--- config.mk ---
export PLATFORM = sky130hd
export DESIGN_NAME = mem_port_arbiter
export DESIGN_NICKNAME = d
export VERILOG_FILES = /design/src/rtl/mem_port_arbiter.sv
export SDC_FILE = /design/constraint.sdc
export NUM_CORES = 1
export LEC_CHECK = 0
export BUFFER_PORTS_ARGS = -buffer_cell sky130_fd_sc_hd__buf_2
export CAP_MARGIN = 30
export CORE_UTILIZATION = 55
export CTS_BUF_LIST = sky130_fd_sc_hd__clkbuf_8 sky130_fd_sc_hd__clkbuf_16
export DETAILED_ROUTE_END_ITERATION = 16
export HOLD_SLACK_MARGIN = 0.12
export PLACE_DENSITY = 0.78
export SLEW_MARGIN = 5
export SYNTH_ARGS = -nofsm -noshare
export SYNTH_HDL_FRONTEND = slang
export SYNTH_SLANG_ARGS = --single-unit
export TNS_END_PERCENT = 5
--- constraint.sdc ---
create_clock -name clk -period 4 [get_ports clk]
set_input_delay 0.2 -clock clk [delete_from_list [all_inputs] [get_ports clk]]
set_output_delay 0.2 -clock clk [all_outputs]
set_load 0.01 [all_outputs]
--- src/rtl/mem_port_arbiter.sv ---
// -----------------------------------------------------------------------------
// mem_port_arbiter
//
// Round-robin arbiter that shares one memory-stage data port among four
// requesters. It produces a one-hot grant and the binary select for the 4:1
// data mux in front of the port. Two fairness rules apply:
//   * An owner that has held the port for MAX_BURST consecutive cycles is
//     preempted if another requester is waiting.
//   * Every change of owner passes through a one-cycle turnaround (GAP) with no
//     grant asserted.
// All outputs are registered.
//
// Optional feature macro: MEM_ARB_LOCK_EN
//   When defined, a Lock input is present. While the current owner holds
//   Lock=1 it cannot be preempted by the burst limit. Its burst counter
//   saturates at MAX_BURST, so once Lock drops a waiting requester can preempt
//   it immediately. A voluntary release still ends the grant. Lock is ignored
//   outside the GRANT state.
//   When undefined, there is no Lock port and the burst limit always applies.
//
// Parameters
//   MAX_BURST     maximum consecutive grant cycles while another requester
//                 waits (must be >= 1)
//
// Ports
//   clk           rising-edge clock
//   reset         synchronous, active-high reset
//   Req[3:0]      level request per requester, held until its transfer is done
//   Lock          (MEM_ARB_LOCK_EN only) owner blocks burst preemption
//   Grant[3:0]    registered one-hot grant, all zeros when there is no owner
//   Mux_Selector  registered binary index of the owner; keeps its value during
//                 GAP and IDLE so the data mux does not glitch
//   Busy          1 while the arbiter is in the GRANT state
// -----------------------------------------------------------------------------
module mem_port_arbiter #(
  parameter int MAX_BURST = 8
) (
  input  logic       clk,
  input  logic       reset,
  input  logic [3:0] Req,
`ifdef MEM_ARB_LOCK_EN
  input  logic       Lock,
`endif
  output logic [3:0] Grant,
  output logic [1:0] Mux_Selector,
  output logic       Busy
);

  localparam int CNT_BITS = $clog2(MAX_BURST + 1);
  localparam logic [CNT_BITS-1:0] CNT_MAX = CNT_BITS'(MAX_BURST);
  localparam logic [CNT_BITS-1:0] CNT_ONE = CNT_BITS'(1);

  typedef enum logic [1:0] {
    IDLE  = 2'd0,
    GRANT = 2'd1,
    GAP   = 2'd2
  } state_t;

  state_t                state_reg, state_next;
  logic [3:0]            grant_reg, grant_next;
  logic [1:0]            sel_reg,   sel_next;
  logic [1:0]            last_reg,  last_next;
  logic [CNT_BITS-1:0]   count_reg, count_next;
  logic                  busy_reg,  busy_next;

  // ---------------------------------------------------------------------------
  // Round-robin search. Slot gi of the scan looks at requester last+1+gi
  // (mod 4). The 2-bit add wraps naturally, so slot 0 is the highest priority
  // and the previous owner always lands in slot 3, the lowest priority.
  // ---------------------------------------------------------------------------
  logic [1:0] scan_idx [4];
  logic [3:0] scan_hit;

  genvar gi;
  generate
    for (gi = 0; gi < 4; gi++) begin : g_scan
      assign scan_idx[gi] = last_reg + 2'(gi + 1);
      assign scan_hit[gi] = Req[scan_idx[gi]];
    end
  endgenerate

  logic       pick_valid;
  logic [1:0] pick_idx;

  always_comb begin
    pick_valid = |scan_hit;
    pick_idx   = scan_idx[0];
    // Walk from the lowest-priority slot to the highest so the earliest hit wins.
    for (int k = 3; k >= 0; k--) begin
      if (scan_hit[k]) begin
        pick_idx = scan_idx[k];
      end
    end
  end

  // ---------------------------------------------------------------------------
  // Conditions evaluated while an owner holds the port. sel_reg is the owner's
  // index and grant_reg is its one-hot mask.
  // ---------------------------------------------------------------------------
  logic owner_req;
  logic others_req;
  logic lock_active;

  assign owner_req  = Req[sel_reg];
  assign others_req = |(Req & ~grant_reg);

`ifdef MEM_ARB_LOCK_EN
  assign lock_active = Lock;
`else
  assign lock_active = 1'b0;
`endif

  // ---------------------------------------------------------------------------
  // Next-state and registered-output logic
  // ---------------------------------------------------------------------------
  always_comb begin
    state_next = state_reg;
    grant_next = grant_reg;
    sel_next   = sel_reg;
    last_next  = last_reg;
    count_next = count_reg;
    busy_next  = busy_reg;

    unique case (state_reg)
      // IDLE and GAP arbitrate in the same way. The only difference is that GAP
      // always lasts a single cycle.
      IDLE, GAP: begin
        if (pick_valid) begin
          state_next = GRANT;
          grant_next = 4'b0001 << pick_idx;
          sel_next   = pick_idx;
          last_next  = pick_idx;
          count_next = CNT_ONE;
          busy_next  = 1'b1;
        end else begin
          state_next = IDLE;
          grant_next = 4'b0000;
          busy_next  = 1'b0;
        end
      end

      GRANT: begin
        if (!owner_req) begin
          // Release. This takes priority over the burst limit. Mux_Selector
          // keeps its value through the gap.
          state_next = GAP;
          grant_next = 4'b0000;
          busy_next  = 1'b0;
        end else if (lock_active) begin
          // Locked owner: no preemption. Saturating the counter means the
          // limit takes effect on the first unlocked cycle.
          if (count_reg != CNT_MAX) begin
            count_next = count_reg + CNT_ONE;
          end
        end else if (count_reg == CNT_MAX) begin
          if (others_req) begin
            // Burst limit reached while someone else waits: preempt. Last
            // already points at this owner, so it becomes the lowest priority.
            state_next = GAP;
            grant_next = 4'b0000;
            busy_next  = 1'b0;
          end else begin
            // Only one requester: restart the burst count without a gap.
            count_next = CNT_ONE;
          end
        end else begin
          count_next = count_reg + CNT_ONE;
        end
      end

      default: begin
        state_next = IDLE;
        grant_next = 4'b0000;
        busy_next  = 1'b0;
      end
    endcase
  end

  always_ff @(posedge clk) begin
    if (reset) begin
      state_reg <= IDLE;
      grant_reg <= 4'b0000;
      sel_reg   <= 2'd0;
      last_reg  <= 2'd3;
      count_reg <= '0;
      busy_reg  <= 1'b0;
    end else begin
      state_reg <= state_next;
      grant_reg <= grant_next;
      sel_reg   <= sel_next;
      last_reg  <= last_next;
      count_reg <= count_next;
      busy_reg  <= busy_next;
    end
  end

  assign Grant        = grant_reg;
  assign Mux_Selector = sel_reg;
  assign Busy         = busy_reg;

endmodule

==> out/qor.yml, run 1 <==
run_status:
  status: "completed"
clock_network:
  cts-root-buf: "clkbuf_8"
  cts_resized: 0
  path_clk_slew_ps: 60
  cts_buffer_depth: 2
  cts_setup_buffers: 0
  cts_tree: "done"
  hold_buffers: 0
  clkLatencyLatePin_ps: 240
  cts.sinks: 14
  cts_buffers: 3
  htree_levels: 1
yosys:
  yosysWarnings: 0
  syn_inst: 90
  syn_avg_cell_area_um2: 8.97
  synth-seq-area-share: 0.347
  synth_cell_types: 40
  ys_ff_latch: 14
  syn_nets: 98
  netlist_area_um2: 807
finish:
  nFillCells: 108
  postLayoutCoreUtil: 0.703
  design_area_um2: 937
  final_common_cell: "dfxtp_1"
  layout_common_cells: "14 x dfxtp_1, 12 x buf_2, 8 x nor2_1, 6 x inv_1, 6 x a21oi_1"
  antenna_cells: 0
  nets: 114
  stdcell_count: 120
  synthToLayoutAreaGrowth_pct: 16.1
  final_layout_size_suffix_gt1_frac: 0.257
placed_design:
  detailedPlacementHpwl_um: 1290
  dp_slack_ps: 2360
  dpl-instance-area_um2: 882
  place_congestion: 0.722
  portBuffers: 12
  dp.cells: 116
global_routing:
  antenna_found_initial: 0
  grt_use_total: 0.248
  grt_pass1_vias: 584
  grt_remaining_overflow: 0
  grt_max_degree: 16
  grt_pass1_wl_um: 2550
timing:
  fin_skew_ps: 2.29
  fmax_mhz: 604
  slew_headroom: 0.695
  rsz0062_at_grt: "no"
  maxSlewViolCount: 0
  holdWs_ps: 304
  setup_violations: 0
  finalCritPeriodShare: 0.414
  report.final.hold_viol_count: 0
  fin_setup_tns_ps: 0
  tightest_slew_ps: 456
  fin_ws_ps: 2340
  fin_crit_ps: 1660
worst_setup_path:
  cp-end-kind: "register"
  cp-start-kind: "register"
  crit_required_ps: 4130
  path_class: "reg2reg"
  regToRegSetupSlack_ps: 2340
  cp_data_arrival_time_ps: 1790
  timing.rr.start: "Busy"
  path_max_fanout: 7
  reg2reg_to: "count_reg[1]"
  reg2reg_depth: 5
die:
  rows: 13
  die_y_um: 40.3
  coreArea_mm2: 0.00133
  num_io_pins: 13
  start_util: 0.605
  fp.dieArea_mm2: 0.00162
  die_w_um: 40.3
route:
  wl_met2_um: 794
  ant_nets: 0
  route.vias.total: 709
  drtPass1Iterations: 4
  drcViolationCount: 0
  drt_wl_total_um: 1680
  drtIter0Drc: 15
  wl_per_cell_um: 14.0
  highest-signal-layer: "met4"
  dr_wl_met3_um: 61
  wl_met1_um: 799
  avgViaCountPerCell: 5.91
power:
  p_per_area_mw_per_mm2: 489
  max-vdd-ir-drop_uv: 314
  power_leakage_nw: 0.405
  total_power_mw: 0.459
min_path:
  min-delay-start: "reset"
  hold_depth: 2
  min_to: "Mux_Selector[1]"
  hp-class: "in2reg"
run:
  drv_cap: 0
==> area by class of cell <==
cell class	instances	area [µm²]	area share
clock buffer	4	55.1	0.0587
sequential	14	280	0.299
multi-input combinational	67	493	0.526
inverter	8	30.0	0.0320
timing repair buffer	12	60.1	0.0641
tap	15	18.8	0.0200
==> logic make-up (layout without fill, tap and decap cells) <==
kind of cell,Yosys count,in the layout,synth area share
AOI/OAI and AO/OA,32,32,0.318
and+or+nand+nor,28,28,0.197
DFF,14,14,0.347
buffers and inverters,9,24,0.0419
muxes,4,4,0.0543
adders and majority gates,2,2,0.0310
xor gates and xnor gates,1,1,0.0109
==> how the worst max path moves through the flow <==
stage / start / endpoint / slack, ps / depth (start not counted)
after global placement: Busy / count_reg[1] / 2390 / 5
after global routing: Busy / count_reg[1] / 2250 / 5
after CTS: Busy / count_reg[1] / 2350 / 5
final: Busy / count_reg[1] / 2340 / 5
after floorplan: Busy / count_reg[1] / 2460 / 5
after detailed placement: Busy / count_reg[1] / 2360 / 5
==> power by group <==
| part | leakage, nW | internal [mW] | switching (mW) |
|---|---|---|---|
| Clock | 0.0288 | 0.0871 | 0.0479 |
| Combinational | 0.261 | 0.0633 | 0.0770 |
| Sequential | 0.115 | 0.160 | 0.0232 |
| Total | 0.405 | 0.311 | 0.148 |
==> Yosys cell counts, drive strengths merged <==
| cell | n | area (µm²) |
|---|---|---|
| a2111oi | 1 | 15.0 |
| a211oi | 4 | 35.0 |
| a21boi | 1 | 7.51 |
| a21o | 1 | 7.51 |
| a21oi | 6 | 30.0 |
| a221oi | 1 | 15.0 |
| a22o | 3 | 26.3 |
| a2bb2o | 1 | 11.3 |
| and2b | 2 | 15.0 |
| clkbuf | 1 | 3.75 |
| dfxtp | 14 | 280 |
| ha | 2 | 25.0 |
| inv | 8 | 30.0 |
| mux2 | 3 | 33.8 |
| mux2i | 1 | 10.0 |
| nand2 | 1 | 3.75 |
| nand2b | 5 | 31.3 |
| nand3 | 1 | 5.00 |
| nand3b | 2 | 15.0 |
| nor2 | 9 | 36.3 |
| nor3 | 5 | 30.0 |
| nor3b | 1 | 7.51 |
| o211a | 1 | 10.0 |
| o21a | 3 | 22.5 |
| o21ai | 2 | 10.0 |
| o21bai | 2 | 15.0 |
| o221ai | 1 | 8.76 |
| o22ai | 3 | 25.0 |
| o2bb2ai | 1 | 8.76 |
| o32ai | 1 | 8.76 |
| or3 | 1 | 6.26 |
| or3b | 1 | 8.76 |
| xnor2 | 1 | 8.76 |
==> critical path, stage by stage, from the launching register on <==
cell      delay [ps]
dfxtp_1          420
and2b_1          200
o221ai_1         150
o211a_1          260
nor2_2           180
mux2_1           330
==> routing by layer <==
layer  vias up  track usage
li1        373            -
met1       320        0.321
met2        12        0.375
met3         4       0.0833
met4         0        0.100
met5         -            0
(Power assumes the default switching activity.)
==> inputs of run 2 (changes only) <==
--- a/config.mk
+++ b/config.mk
@@ -5,13 +5,14 @@
 export SDC_FILE = /design/constraint.sdc
 export NUM_CORES = 1
 export LEC_CHECK = 0
+export ABC_AREA = 1
 export BUFFER_PORTS_ARGS = -buffer_cell sky130_fd_sc_hd__buf_2
 export CAP_MARGIN = 30
 export CORE_UTILIZATION = 55
 export CTS_BUF_LIST = sky130_fd_sc_hd__clkbuf_8 sky130_fd_sc_hd__clkbuf_16
 export DETAILED_ROUTE_END_ITERATION = 16
 export HOLD_SLACK_MARGIN = 0.12
-export PLACE_DENSITY = 0.78
+export PLACE_DENSITY = 0.77
 export SLEW_MARGIN = 5
 export SYNTH_ARGS = -nofsm -noshare
 export SYNTH_HDL_FRONTEND = slang
==> constraint.sdc (replaced) <==
create_clock -name clk -period 1.6 [get_ports clk]
set_input_delay 0.08 -clock clk [delete_from_list [all_inputs] [get_ports clk]]
set_output_delay 0.08 -clock clk [all_outputs]
set_load 0.01 [all_outputs]
==> run 2 against run 1 <==
Net effect: hold slack got worse by 130 ps; critical path depth rose by 5; sequential power rose to 3.0 times the previous value; largest power group is now combinational logic; clock skew barely moved; synthesized cell count rose by 59%; largest cell class unchanged; sequential share of layout area fell by 4.5 points; count of clock-buffer cells in the layout fell by 1; clock power rose by 110%; via count rose by 33%; first-iteration DRC count rose by 80%.
==> out/qor.yml, run 2 <==
run_status:
  status: "completed"
clock_network:
  cts_buffers: 3
  cts_tree: "done"
  path_clk_slew_ps: 50
  cts.sinks: 14
  htree_levels: 1
  cts_buffer_depth: 2
  cts-root-buf: "clkbuf_8"
  clkLatencyLatePin_ps: 240
global_routing:
  grt_remaining_overflow: 0
  grt_pass1_wl_um: 3680
  grt_max_degree: 12
  antenna_found_initial: 0
  grt_pass1_vias: 837
  grt_use_total: 0.257
yosys:
  synth-seq-area-share: 0.289
  yosysWarnings: 0
  synth_top_cell_area_share: 0.289
  syn_inst: 143
  async_flop_share: 0
  ys_ff_latch: 14
  netlist_area_um2: 970
  yosysTopAreaCell: "dfxtp_1"
  synth_edf_count: 0
  syn_nets: 151
  synthTopCellsByCount: "41 x nand2_1, 17 x inv_1, 14 x dfxtp_1"
  ys.flop_type: "dfxtp_1"
  syn_avg_cell_area_um2: 6.78
  yosysMostFrequentCell: "nand2_1"
  synth_cell_types: 29
  synth_area_leaders: "dfxtp_1 29%, nand2_1 16%, inv_1 6.6%"
finish:
  multi_input_area_um2: 592
  nets: 169
  layout_common_cells: "40 x nand2_1, 17 x inv_1, 12 x dfxtp_1, 12 x nand3_1, 12 x buf_2"
  seq_area_um2: 283
  antenna_cells: 0
  nFillCells: 150
  synthToLayoutAreaGrowth_pct: 14.8
  final_common_cell: "nand2_1"
  stdcell_count: 175
  final_layout_size_suffix_gt1_frac: 0.314
placed_design:
  dp_slack_ps: 89.2
  dp.cells: 172
  portBuffers: 12
  place_congestion: 0.898
  detailedPlacementHpwl_um: 1740
run:
  drv_cap: 0
worst_setup_path:
  reg2reg_depth: 10
  cp_data_arrival_time_ps: 1620
  reg2reg_to: "count_reg[3]"
  cp-endpoint: "count_reg[3]"
  path_max_fanout: 8
  timing.rr.start: "count_reg[0]"
  regToRegSetupSlack_ps: 110
  cp-start-kind: "register"
  path_class: "reg2reg"
  cp-end-kind: "register"
  crit_required_ps: 1720
  crit_start: "count_reg[0]"
timing:
  fin_ws_ps: 108
  fin_skew_ps: 2.33
  maxSlewViolCount: 0
  holdWs_ps: 174
  slew_headroom: 0.829
  report.final.hold_viol_count: 0
  setup_violations: 0
  rsz0062_at_grt: "yes"
  fin_setup_tns_ps: 0
  fmax_mhz: 670
  finalCritPeriodShare: 0.933
  tightest_slew_ps: 257
  fin_crit_ps: 1490
route:
  wl_per_cell_um: 12.3
  drt_wl_total_um: 2150
  drcViolationCount: 0
  avgViaCountPerCell: 5.39
  route.vias.total: 943
  ant_nets: 0
  drtIter0Drc: 27
  drtPass1Iterations: 6
power:
  seq_power_share: 0.263
  switchingPower_mw: 1.02
  p_int_mw: 1.10
  clkPwrFrac: 0.131
  power_leakage_nw: 0.547
  total_power_mw: 2.12
  max-vdd-ir-drop_uv: 1240
  p_per_area_mw_per_mm2: 1910
  p_sw_frac: 0.482
  comb_power_share: 0.607
die:
  coreArea_mm2: 0.00158
  die_w_um: 44.0
  start_util: 0.615
  rows: 14
  fp.dieArea_mm2: 0.00194
  die_y_um: 44.0
  num_io_pins: 13
min_path:
  hp-class: "in2reg"
## run 2: final cells by class
class | count | area share
Inverter | 23 | 0.0854
Clock buffer | 3 | 0.0371
Tap cell | 16 | 0.0180
Timing Repair Buffer | 15 | 0.0742
Sequential cell | 14 | 0.254
Multi-Input combinational cell | 104 | 0.531
## run 2: stage by stage
stage / cell area [µm²] / util
2_1_floorplan: 970 / -
3_3_place_gp: 1060 / 0.671
3_5_place_dp: 1060 / 0.671
4_1_cts: 1100 / 0.697
5_1_grt: 1110 / 0.706
6_report: 1110 / 0.706
## run 2: power groups by stage
stage	registers, mW	logic (mW)	clock network, mW
global placement	0.552	1.23	0
floorplan	0.576	0.953	0
detailed placement	0.558	1.26	0
CTS	0.552	1.27	0.283
finish	0.558	1.29	0.278
global route	0.574	1.45	0.300
## run 2: logic make-up (layout without fill, tap and decap cells)
| logic type | Yosys count | count (layout) | share of synthesized area |
|---|---|---|---|
| AND/OR/NAND/NOR | 80 | 80 | 0.422 |
| buffers and inverters | 25 | 41 | 0.114 |
| AO/OA/AOI/OAI | 21 | 21 | 0.141 |
| flip-flops | 14 | 14 | 0.289 |
| adder cells (fa/ha/maj) | 2 | 2 | 0.0258 |
| XOR/XNOR | 1 | 1 | 0.00903 |
## run 2: worst max-delay path: stages, from the launching register on
cell      delay, ps
dfxtp_2         350
inv_1            60
ha_1            190
nand2_1          80
nor2_2           60
a21oi_1         160
nand2_1         130
nand2_4         130
clkinv_2         90
nand2_1          70
a21oi_2          50
## run 2: metal layers
layer | GRT usage | up-vias | wire (µm)
li1 | - | 492 | -
met1 | 0.359 | 420 | 1030
met2 | 0.412 | 26 | 976
met3 | 0.0625 | 5 | 121
met4 | 0.0364 | 0 | 17
met5 | 0 | - | 0
## run 2: how the worst min path moves through the flow
stage,startpoint,endpoint,slack [ps],cells after the start
floorplan,reset,last_reg[0],240,2
CTS,reset,count_reg[1],160,2
finish,reset,Grant[2],170,2
global placement,reset,count_reg[3],400,2
global route,reset,count_reg[3],190,2
detailed placement,reset,count_reg[1],410,2
## run 2: what timing repair did
item | CTS | global route
buffers inserted | 0 | 0
hold buffers | 0 | 0
gates resized for setup | 0 | 6
setup endpoints to repair | 0 | 12
==> inputs of run 3 (changes only) <==
--- a/config.mk
+++ b/config.mk
@@ -8,11 +8,11 @@
 export ABC_AREA = 1
 export BUFFER_PORTS_ARGS = -buffer_cell sky130_fd_sc_hd__buf_2
 export CAP_MARGIN = 30
-export CORE_UTILIZATION = 55
+export CORE_UTILIZATION = 50
 export CTS_BUF_LIST = sky130_fd_sc_hd__clkbuf_8 sky130_fd_sc_hd__clkbuf_16
 export DETAILED_ROUTE_END_ITERATION = 16
 export HOLD_SLACK_MARGIN = 0.12
-export PLACE_DENSITY = 0.77
+export PLACE_DENSITY = 0.71
 export SLEW_MARGIN = 5
 export SYNTH_ARGS = -nofsm -noshare
 export SYNTH_HDL_FRONTEND = slang
==> run 3 against run 2 <==
Net effect: maximum frequency increased by 0.74%; setup slack improved by 11 ps; register-to-register slack about the same; critical path type unchanged; highest routed layer is now met3.
==> out/qor.yml, run 3 (same netlist as run 2, synthesis figures left out) <==
clock_network:
  cts.sinks: 14
  cts_tree: "done"
  htree_levels: 1
  clkLatencyLatePin_ps: 240
  cts_buffers: 3
  cts_buffer_depth: 2
  cts-root-buf: "clkbuf_8"
  hold_buffers: 0
  path_clk_slew_ps: 50
worst_setup_path:
  cp_slowest_cell: "dfxtp_2"
  critical-path-top-delay-family: "simple AND/OR/NAND/NOR gates"
  path_class: "reg2reg"
  slowest_delay_ps: 330
  cp-end-kind: "register"
  cp_cell_sequence: "buf_12 -> inv_8 -> nand2_4 -> nand3_2 -> nand3_4 -> o21ai_4 -> inv_2 -> nand2_1 -> o211ai_1"
  crit_start: "last_reg[0]"
  path_max_fanout: 9
  path_buf_inv: 3
  cp_data_arrival_time_ps: 1590
  timing.rr.start: "last_reg[0]"
  crit_required_ps: 1710
  cp-start-kind: "register"
route:
  drtIter0Drc: 14
  ant_nets: 0
  drt_wl_total_um: 2080
  drtPass1Iterations: 4
  drcViolationCount: 0
  avgViaCountPerCell: 5.08
  wl_per_cell_um: 11.4
  route.vias.total: 929
global_routing:
  grt_max_degree: 12
  grt_pass1_vias: 785
  antenna_found_initial: 0
  grt_use_total: 0.220
  grt_pass1_wl_um: 3360
  grt_remaining_overflow: 0
timing:
  setup_violations: 0
  maxSlewViolCount: 0
  fin_skew_ps: 1.35
  finalCritPeriodShare: 0.926
  fmax_mhz: 675
  report.final.hold_viol_count: 0
  rsz0062_at_grt: "no"
  fin_setup_tns_ps: 0
  holdWs_ps: 156
  slew_headroom: 0.844
  fin_crit_ps: 1480
  tightest_slew_ps: 233
power:
  p_sw_frac: 0.477
  max-vdd-ir-drop_uv: 1020
  p_int_mw: 1.12
  total_power_mw: 2.14
  comb_power_share: 0.608
  power_leakage_nw: 0.549
  switchingPower_mw: 1.02
  clkPwrFrac: 0.130
  p_per_area_mw_per_mm2: 1900
  seq_power_share: 0.262
finish:
  layout_common_cells: "40 x nand2_1, 16 x inv_1, 12 x buf_2, 11 x dfxtp_1, 11 x nand3_1"
  nets: 168
  synthToLayoutAreaGrowth_pct: 16.4
  nFillCells: 162
  final_common_cell: "nand2_1"
  final_layout_size_suffix_gt1_frac: 0.316
  design_area_mm2: 0.00113
  antenna_cells: 0
  stdcell_count: 183
  multi_input_area_um2: 589
  seq_area_um2: 284
placed_design:
  dpl-instance-area_mm2: 0.00107
  detailedPlacementHpwl_um: 1680
  place_congestion: 0.918
  dp.cells: 180
  portBuffers: 12
min_path:
  min-delay-start: "reset"
  hp-class: "in2reg"
die:
  num_io_pins: 13
  start_util: 0.550
  die_w_um: 46.0
  fp.dieArea_mm2: 0.00212
  rows: 15
  coreArea_mm2: 0.00176
  die_y_um: 46.0
run:
  drv_cap: 0
run_status:
  status: "completed"
[run 3: changes by cell type in the layout (fill, tap and decap cells not counted), sizes merged]
cell | previous run | this run
buf | 15 | 14
[run 3: layout make-up]
type / instances / area share
Inverter: 23 / 0.0843
Timing Repair Buffer: 14 / 0.0776
Clock buffer: 3 / 0.0366
Sequential cell: 14 / 0.252
Tap cell: 25 / 0.0277
Multi-Input combinational cell: 104 / 0.522
[run 3: path summary, 6_finish.rpt]
check | end | slack (ps) | cells past startpoint
min | count_reg[3] | 160 | 2
max | last_reg[0] | 120 | 9
max reg2reg | last_reg[0] | 120 | 9
min reg2reg | Grant[0] | 480 | 2
[run 3: worst register-to-register path, stage by stage (launching register included)]
cell and delay (ps):
dfxtp_2 330, buf_12 140, inv_8 80, nand2_4 50, nand3_2 100, nand3_4 120
o21ai_4 220, inv_2 120, nand2_1 110, o211ai_1 90
[run 3: timing repair]
action | 4_1_cts | 5_1_grt
resized for setup | 0 | 7
setup buffers | 0 | 0
hold endpoints to repair | 0 | 0
endpoints found under the setup margin | 0 | 8
[run 3: stage by stage]
| stage | setup slack (ps) | utilization |
|---|---|---|
| CTS | 78.5 | 0.632 |
| floorplan | 244 | - |
| detailed placement | 90.8 | 0.609 |
| global placement | 124 | 0.609 |
| finish | 119 | 0.640 |
| global route | 2.70 | 0.640 |
[run 3: per-layer routing]
metal / up-vias / global-route usage / part of all wire
li1: 490 / - / -
met1: 420 / 0.313 / 0.51
met2: 19 / 0.338 / 0.44
met3: 0 / 0.0714 / 0.052
met4: 0 / 0.0118 / 0
met5: - / 0 / 0
[run 3: power groups by stage]
stage / Sequential (mW) / Clock (mW) / Combinational, mW
after floorplan: 0.576 / 0 / 0.953
after global placement: 0.555 / 0 / 1.25
after detailed placement: 0.559 / 0 / 1.27
after CTS: 0.553 / 0.287 / 1.28
after global routing: 0.576 / 0.310 / 1.47
final: 0.560 / 0.279 / 1.30
